### src/rtl/muldiv_execute_unit.sv
// Multi-cycle RISC-V M-extension execute unit. It handles multiply with a fixed
// latency and divide with an iterative restoring divider. It holds one op at a time
// behind a valid/ready handshake, and a flush kills any op in flight.
module muldiv_execute_unit #(
   parameter int unsigned XLEN       = 32,
   parameter int unsigned MUL_STAGES = 2,
   parameter int unsigned DIV_BITS   = 1
) (
   input  logic            clk,
   input  logic            rst,
   input  logic            flush_in,
   input  logic            in_valid,
   output logic            in_ready,
   input  logic [2:0]      op_in,
   input  logic [XLEN-1:0] rs1_data_in,
   input  logic [XLEN-1:0] rs2_data_in,
   input  logic [4:0]      rd_index_in,
   input  logic [31:0]     program_counter_in,
   output logic            out_valid,
   input  logic            out_ready,
   output logic [XLEN-1:0] result_out,
   output logic [4:0]      rd_index_out,
   output logic [31:0]     program_counter_out,
   output logic            busy_out
);

   localparam logic [1:0] S_IDLE = 2'd0;
   localparam logic [1:0] S_MUL  = 2'd1;
   localparam logic [1:0] S_DIV  = 2'd2;
   localparam logic [1:0] S_DONE = 2'd3;

   localparam int unsigned DIV_ITERS = XLEN / DIV_BITS;
   localparam int unsigned CNT_MAX   = (DIV_ITERS > MUL_STAGES) ? DIV_ITERS : MUL_STAGES;
   localparam int unsigned CNT_W     = $clog2(CNT_MAX + 1);
   localparam logic [XLEN-1:0] MIN_NEG = {1'b1, {(XLEN-1){1'b0}}};

   logic [1:0]      state_q, state_d;
   logic [CNT_W-1:0] cnt_q, cnt_d;
   logic [XLEN-1:0] rem_q, rem_d;
   logic [XLEN-1:0] quo_q, quo_d;
   logic [XLEN-1:0] dvs_q, dvs_d;
   logic            qneg_q, qneg_d;
   logic            rneg_q, rneg_d;
   logic            isrem_q, isrem_d;
   logic [XLEN-1:0] result_q, result_d;
   logic [4:0]      rd_q, rd_d;
   logic [31:0]     pc_q, pc_d;

   // Operand decode
   logic              mul_a_sgn, mul_b_sgn;
   logic [2*XLEN-1:0] mul_a_ext, mul_b_ext, mul_prod;
   logic [XLEN-1:0]   mul_res;
   logic              div_sgn, div_sa, div_sb, div_zero, div_ovf;
   logic [XLEN-1:0]   mag_a, mag_b;

   // Divider datapath
   logic [XLEN-1:0] rem_t, quo_t, quo_fix, rem_fix, div_res;
   logic [XLEN:0]   trial;

   assign in_ready            = (state_q == S_IDLE) && !flush_in;
   assign out_valid           = (state_q == S_DONE);
   assign busy_out            = (state_q != S_IDLE);
   assign result_out          = result_q;
   assign rd_index_out        = rd_q;
   assign program_counter_out = pc_q;

   // Decode incoming operands: full-width product and divide magnitudes/special cases
   always_comb begin
      mul_a_sgn = (op_in == 3'd1) || (op_in == 3'd2);
      mul_b_sgn = (op_in == 3'd1);
      mul_a_ext = {{XLEN{mul_a_sgn & rs1_data_in[XLEN-1]}}, rs1_data_in};
      mul_b_ext = {{XLEN{mul_b_sgn & rs2_data_in[XLEN-1]}}, rs2_data_in};
      mul_prod  = mul_a_ext * mul_b_ext;
      mul_res   = (op_in[1:0] == 2'd0) ? mul_prod[XLEN-1:0] : mul_prod[2*XLEN-1:XLEN];

      div_sgn  = !op_in[0];
      div_sa   = div_sgn & rs1_data_in[XLEN-1];
      div_sb   = div_sgn & rs2_data_in[XLEN-1];
      mag_a    = div_sa ? -rs1_data_in : rs1_data_in;
      mag_b    = div_sb ? -rs2_data_in : rs2_data_in;
      div_zero = (rs2_data_in == '0);
      div_ovf  = div_sgn && (rs1_data_in == MIN_NEG) && (rs2_data_in == '1);
   end

   // One divide iteration (DIV_BITS restoring steps) plus the sign-corrected result
   always_comb begin
      rem_t = rem_q;
      quo_t = quo_q;
      trial = '0;
      for (int unsigned i = 0; i < DIV_BITS; i++) begin
         trial = {rem_t, quo_t[XLEN-1]};
         quo_t = {quo_t[XLEN-2:0], 1'b0};
         if (trial >= {1'b0, dvs_q}) begin
            trial    = trial - {1'b0, dvs_q};
            quo_t[0] = 1'b1;
         end
         rem_t = trial[XLEN-1:0];
      end
      quo_fix = qneg_q ? -quo_t : quo_t;
      rem_fix = rneg_q ? -rem_t : rem_t;
      div_res = isrem_q ? rem_fix : quo_fix;
   end

   // Control FSM and next-state datapath
   always_comb begin
      state_d  = state_q;
      cnt_d    = cnt_q;
      rem_d    = rem_q;
      quo_d    = quo_q;
      dvs_d    = dvs_q;
      qneg_d   = qneg_q;
      rneg_d   = rneg_q;
      isrem_d  = isrem_q;
      result_d = result_q;
      rd_d     = rd_q;
      pc_d     = pc_q;

      case (state_q)
         S_IDLE: begin
            if (in_valid && in_ready) begin
               rd_d = rd_index_in;
               pc_d = program_counter_in;
               if (!op_in[2]) begin
                  // Product is formed at accept; the remaining stages only pace the
                  // handshake, so a single-stage multiply goes straight to DONE.
                  result_d = mul_res;
                  if (MUL_STAGES == 1) begin
                     state_d = S_DONE;
                  end else begin
                     state_d = S_MUL;
                     cnt_d   = CNT_W'(MUL_STAGES - 1);
                  end
               end else if (div_zero) begin
                  result_d = op_in[1] ? rs1_data_in : '1;
                  state_d  = S_DONE;
               end else if (div_ovf) begin
                  result_d = op_in[1] ? '0 : rs1_data_in;
                  state_d  = S_DONE;
               end else begin
                  rem_d   = '0;
                  quo_d   = mag_a;
                  dvs_d   = mag_b;
                  qneg_d  = div_sa ^ div_sb;
                  rneg_d  = div_sa;
                  isrem_d = op_in[1];
                  cnt_d   = CNT_W'(DIV_ITERS);
                  state_d = S_DIV;
               end
            end
         end
         S_MUL: begin
            if (cnt_q == CNT_W'(1)) begin
               state_d = S_DONE;
            end else begin
               cnt_d = cnt_q - CNT_W'(1);
            end
         end
         S_DIV: begin
            rem_d = rem_t;
            quo_d = quo_t;
            cnt_d = cnt_q - CNT_W'(1);
            // Sign fixup is folded into the edge of the last iteration.
            if (cnt_q == CNT_W'(1)) begin
               result_d = div_res;
               state_d  = S_DONE;
            end
         end
         S_DONE: begin
            if (out_ready) begin
               state_d = S_IDLE;
            end
         end
         default: state_d = S_IDLE;
      endcase

      if (flush_in) begin
         state_d = S_IDLE;
      end
   end

   // State and datapath registers, asynchronously cleared
   always_ff @(posedge clk or negedge rst) begin
      if (!rst) begin
         state_q  <= S_IDLE;
         cnt_q    <= '0;
         rem_q    <= '0;
         quo_q    <= '0;
         dvs_q    <= '0;
         qneg_q   <= 1'b0;
         rneg_q   <= 1'b0;
         isrem_q  <= 1'b0;
         result_q <= '0;
         rd_q     <= '0;
         pc_q     <= '0;
      end else begin
         state_q  <= state_d;
         cnt_q    <= cnt_d;
         rem_q    <= rem_d;
         quo_q    <= quo_d;
         dvs_q    <= dvs_d;
         qneg_q   <= qneg_d;
         rneg_q   <= rneg_d;
         isrem_q  <= isrem_d;
         result_q <= result_d;
         rd_q     <= rd_d;
         pc_q     <= pc_d;
      end
   end

endmodule

### config.mk
export PLATFORM = sky130hd
export DESIGN_NAME = muldiv_execute_unit
export DESIGN_NICKNAME = d
export VERILOG_FILES = /design/src/rtl/muldiv_execute_unit.sv
export SDC_FILE = /design/constraint.sdc
export NUM_CORES = 2
export LEC_CHECK = 0
export CAP_MARGIN = 30
export CORE_MARGIN = 2
export CORE_UTILIZATION = 60
export DETAILED_ROUTE_END_ITERATION = 7
export GPL_TIMING_DRIVEN = 1
export PLACE_DENSITY = 0.78
export SETUP_SLACK_MARGIN = 0.02
export SYNTH_ARGS = -nofsm -noshare
export SYNTH_HDL_FRONTEND = slang
export SYNTH_SLANG_ARGS = --single-unit
### constraint.sdc
create_clock -name clk -period 13 [get_ports clk]
set_input_delay 1.95 -clock clk [delete_from_list [all_inputs] [get_ports clk]]
set_output_delay 1.95 -clock clk [all_outputs]
set_load 0.05 [all_outputs]
After elaboration in Yosys (flattened, before gate mapping)
Index checks and enable logic that the tools add are counted.
W data, S select, Z words.
{"block": "word_totals", "reg_bits": 176, "in_bits": 109, "wordCells": 106}
{"block": "classes", "n_addsub": 6, "multipliers": 1, "magnitude_cmp": 1, "eq_ne": 20, "mux": 40, "n_bitwise": 7, "reduce_logical": 20}
{"cell": "$mux W32", "n": 22}
{"cell": "$pmux W32 S2", "n": 3}
{"cell": "$neg A32 Y32", "n": 4}
{"cell": "$eq A32 B32 Y1 const B", "n": 2}
{"cell": "$mul A33 B33 Y64", "n": 1}
{"cell": "$ge A33 B32 Y1", "n": 1}
{"cell": "$logic_not A32 Y1", "n": 1}
{"cell": "$sub A32 B32 Y32", "n": 1}
{"cell": "$mux W6", "n": 5}
{"cell": "$pmux W6 S3", "n": 1}
{"cell": "$reduce_and A5 Y1", "n": 3}
{"cell": "$mux W2", "n": 5}
{"cell": "$ne A2 B2 Y1 const B", "n": 5}
{"cell": "$eq A6 B1 Y1 const B", "n": 1}
{"cell": "$ne A3 B2 Y1 const B", "n": 2}
{"cell": "$ne A3 B3 Y1 const B", "n": 2}
{"cell": "$pmux W2 S3", "n": 1}
{"cell": "$sub A6 B1 Y6 const B", "n": 1}
{"cell": "$and A1 B1 Y1", "n": 4}
{"cell": "$eq A2 B2 Y1 const B", "n": 2}
{"cell": "$logic_and A1 B1 Y1", "n": 4}
{"cell": "$logic_not A2 Y1", "n": 2}
{"cell": "$ne A4 B4 Y1 const B", "n": 1}
{"cell": "$reduce_and A4 Y1", "n": 1}
{"cell": "15 further kinds", "n": 20}

Longest topological paths before layout
{"block": "depth", "word_depth": 9, "ltp_mapped": 35, "depth_no_buf": 32}

Least setup slack after synthesis
No wires, ideal clock.
{"block": "synth_path", "path_kind": "input -> register", "from": "in op_in[1]", "to": "reg result_q[26] (netlist: result_out[26])", "setup_ps": 122, "t_arrival_ps": 10400, "slack_ps": 2479, "cell_stages": 32, "path_buffers": 2, "path_cell_list": "clkbuf_1 inv_1 nand2_1 a21oi_1 and2_0 clkbuf_1 nand2_1 inv_1 fa_1 inv_1 fa_1 inv_1 fa_1 inv_1 fa_1 inv_1 fa_1 fa_1 fa_1 inv_1 fa_1 inv_1 ha_1 nand3_1 or4_1 o211a_1 o21ai_0 a211oi_1 a211oi_1 xnor2_1 o21ai_0 a32o_1"}
{"block": "synth_via", "elab_chain_len": 8}
{"element": "start: declaration", "line": "14", "rtl": "input logic [2:0] op_in,"}
{"element": "$eq A3 B1 Y1 or $eq A3 B2 Y1 (tied branches)", "line": "69, 70"}
{"element": "$logic_or A1 B1 Y1", "line": "69", "rtl": "mul_a_sgn = (op_in == 3'd1) || (op_in == 3'd2);"}
{"element": "$and A1 B1 Y1", "line": "71", "rtl": "mul_a_ext = {{XLEN{mul_a_sgn & rs1_data_in[XLEN-1]}}, rs1_data_in};"}
{"element": "$mul A33 B33 Y64", "line": "73", "rtl": "mul_prod = mul_a_ext * mul_b_ext;"}
{"element": "$mux W32", "line": "74", "rtl": "mul_res = (op_in[1:0] == 2'd0) ? mul_prod[XLEN-1:0] : mul_prod[2*XLEN-1:XLEN];"}
{"element": "$mux W32 *", "line": "123", "rtl": "if (!op_in[2]) begin"}
{"element": "$mux W32 *", "line": "120", "rtl": "if (in_valid && in_ready) begin"}
{"element": "$pmux W32 S2 *", "line": "118", "rtl": "case (state_q)"}
{"element": "end signal: assignment", "line": "204", "rtl": "result_q <= result_d;"}
{"element": "end: declaration", "line": "45", "rtl": "logic [XLEN-1:0] result_q, result_d;"}
Mark *: on every way between the ends. The rest lies on a longest branch, timed or not. The select of a mux whose other input is x is not followed.
A chain may end at the register's enable or synchronous reset.

Worst setup path after layout
Same ends and word-level chain as after synthesis.

==> results.py <==
metrics = {
    "critical_path": {
        "cp.arrival_ns": 12.14,
        "crit_fanout": 10,
        "cp.required_ns": 13.35,
        "critPathMaxStageDelay_ns": 0.78,
        "cp_common_cell": "fa_1",
        "cp_slowest_cell": "fa_1",
        "start_kind": "primary input",
        "path_class": "in -> reg",
        "cp-end-kind": "register",
    },
    "routing": {
        "wl_per_cell_microns": 22.6,
        "routed_wl_microns": 163000,
        "drt_iter0_drc": 4113,
        "antenna_left": 0,
        "via_per_inst": 5.96,
        "drc": 0,
        "vias": 42813,
        "dr.pass1.iters": 8,
    },
    "placed_design": {
        "place_ws_ns": 0.816,
        "place_congestion": 1.03,
        "hpwl_microns": 131000,
        "place_area_sq_um": 54600,
        "port_buffers": 180,
    },
    "sta": {
        "hold-worst-slack_ns": 0.489,
        "finalSetupViolations": 0,
        "fin_tns_setup_ns": 0,
        "hold_violations": 0,
        "fin_crit_sh_pct": 90.7,
        "min_period_ns": 11.79,
        "rsz0062_at_grt": "no",
        "slew_headroom_pct": 27.9,
        "worst_slack_ns": 1.21,
        "drv_slew": 0,
        "max_freq_mhz": 84.8,
        "finalClockSkew_ns": 0.0122,
        "tightest_slew_ns": 1.08,
    },
    "logic_synthesis": {
        "synth_warnings": 0,
        "yosys.area.top_type": "fa_1",
        "ys_types": 86,
        "synth-adder-area-share_pct": 49.4,
        "ys_ff_latch": 176,
        "yosys.area_share.simple_pct": 16.4,
        "synth_most_common_cell": "inv_1",
        "synth_top_family_by_area": "adder cells",
        "ys_seq_area_share_pct": 8.45,
        "synthMuxAreaShare_pct": 1.31,
        "syn_area_per_cell_sq_um": 8.59,
        "ys_top_cells_by_count": "inv_1 (1230), fa_1 (1126), nand2_1 (1034)",
        "synth_area_sq_um": 52100,
        "syn_inst": 6066,
        "yosys.area_share.xor_xnor_pct": 3.28,
        "yosysTopAreaCellShare_pct": 43.3,
        "synthArstFlopShare_pct": 100,
        "ys.flop_type": "dfrtp_1",
        "synth_nets": 7556,
        "synth_edf_count": 0,
        "synth_top_cells_by_area": "fa_1 (43%), inv_1 (8.9%), dfrtp_1 (8.5%), nand2_1 (7.4%), ha_1 (6.1%)",
        "synth_compound_area_share_pct": 9.46,
    },
    "global_routing": {
        "grt_overflow": 0,
        "antenna_found_initial": 10,
        "grt_max_degree": 107,
        "grt_pass1_wl_microns": 257000,
        "grt_pass1_vias": 44798,
        "grt_usage_pct": 37.5,
    },
    "clock_tree": {
        "clock_tree.root_cell": "clkbuf_16",
        "clock-sinks": 176,
        "cts.repair.resized": 0,
        "h-tree-depth": 4,
        "cts_made_buffers": 17,
        "clockBufferDepth": 2,
        "clk_latency_ns": 0.47,
        "cts_hold_buffers": 0,
        "cts_setup_buffers": 0,
        "cts_tree": "yes",
        "path_clk_slew_ns": 0.08,
    },
    "die": {
        "die_y_microns": 299,
        "coreArea_sq_um": 86300,
        "start_util_pct": 60.3,
        "die_w_microns": 299,
        "io_pins": 181,
        "die_area_sq_um": 89200,
        "fp-row-count": 108,
    },
    "layout": {
        "final_area_sq_um": 55400,
        "nets": 7490,
        "fill_cells": 7163,
        "drive_gt1_share_pct": 4.36,
        "register_area_sq_um": 4410,
        "multiInputGateArea_sq_um": 41600,
        "area_growth_pct": 6.27,
    },
    "run_status": {
        "status": "finished, final reports clean",
    },
    "hold_path": {
        "hold_path.class": "reg -> reg",
    },
    "run": {
        "drv_cap": 0,
    },
}
==> per-layer routing <==
layer  track usage, %  part of all wire [%]
met4             19.3                   5.9
met3             7.04                   9.7
met1             49.7                    38
met5                0                0.0080
met2             59.5                    46
==> per-stage QoR <==
stage,cells,utilization [%]
after floorplan,6066,-
after global placement,7120,63.1
after detailed placement,7130,63.2
after CTS,7162,63.9
after global routing,7173,64.1
final,7183,64.1
==> path summary, 6_finish.rpt <==
path	from	end	slack [ns]	cells after the start
min reg2reg	dvs_q[27]	dvs_q[27]	0.49	2
max in group asynchronous	rst	dvs_q[13]	10.23	2
max reg2reg	rem_q[8]	result_out[22]	7.16	19
min	dvs_q[27]	dvs_q[27]	0.49	2
min in group asynchronous	rst	program_counter_out[2]	1.51	1
max	op_in[1]	result_out[26]	1.21	30
==> sequential cells by signal (all words and copies together), names as in the netlist <==
signal,count
dvs_q,32
program_counter_out,32
quo_q,32
rem_q,32
result_out,32
cnt_q,6
rd_index_out,5
state_q,2
isrem_q,1
qneg_q,1
rneg_q,1
==> cells in the final DEF (no fill, tap or decap), types with 36 or more instances in the layout <==
cell type and count:
nand2_1 1033, o31ai_1 52, inv_1 1229, buf_2 36
buf_4 101, xnor2_1 123, mux2_2 42, xor2_1 72
fa_1 1126, a21o_1 56, ha_1 254, clkdlybuf4s50_1 146
nor3_1 50, nor2_1 215, a21oi_1 191, o21ai_0 208
and2_1 311, nand3_1 53, dfrtp_1 175
==> critical path: cells and delay by family <==
kind | cells | cell delay (ns)
AND/OR/NAND/NOR | 5 | 1.59
adder cells (fa/ha/maj) | 9 | 4.98
buffers and inverters | 8 | 2.12
XOR/XNOR | 1 | 0.17
AO/OA/AOI/OAI | 7 | 1.32
==> logic make-up (layout without fill, tap and decap cells) <==
family                   count (synthesis)  after routing
flip-flops                             176            176
adder cells (fa/ha/maj)               1381           1381
buffers and inverters                 1613           1560
other                                    0             15
AO/OA/AOI/OAI                          767            767
multiplexers                            63             63
XOR/XNOR                               195            195
AND/OR/NAND/NOR                       1871           1871
==> cell type report <==
class	count	area share, %
inverter	1232	8.35
sequential	176	7.96
clock buffer	18	0.793
antenna	15	0.0678
multi-input combinational	4277	75.2
clock inverter	14	0.258
tap	1155	2.61
timing repair buffer	296	4.76
Power is left out: the tool's default activity adds up to more than one toggle a clock period on the data nets, which glitch-free logic cannot reach.
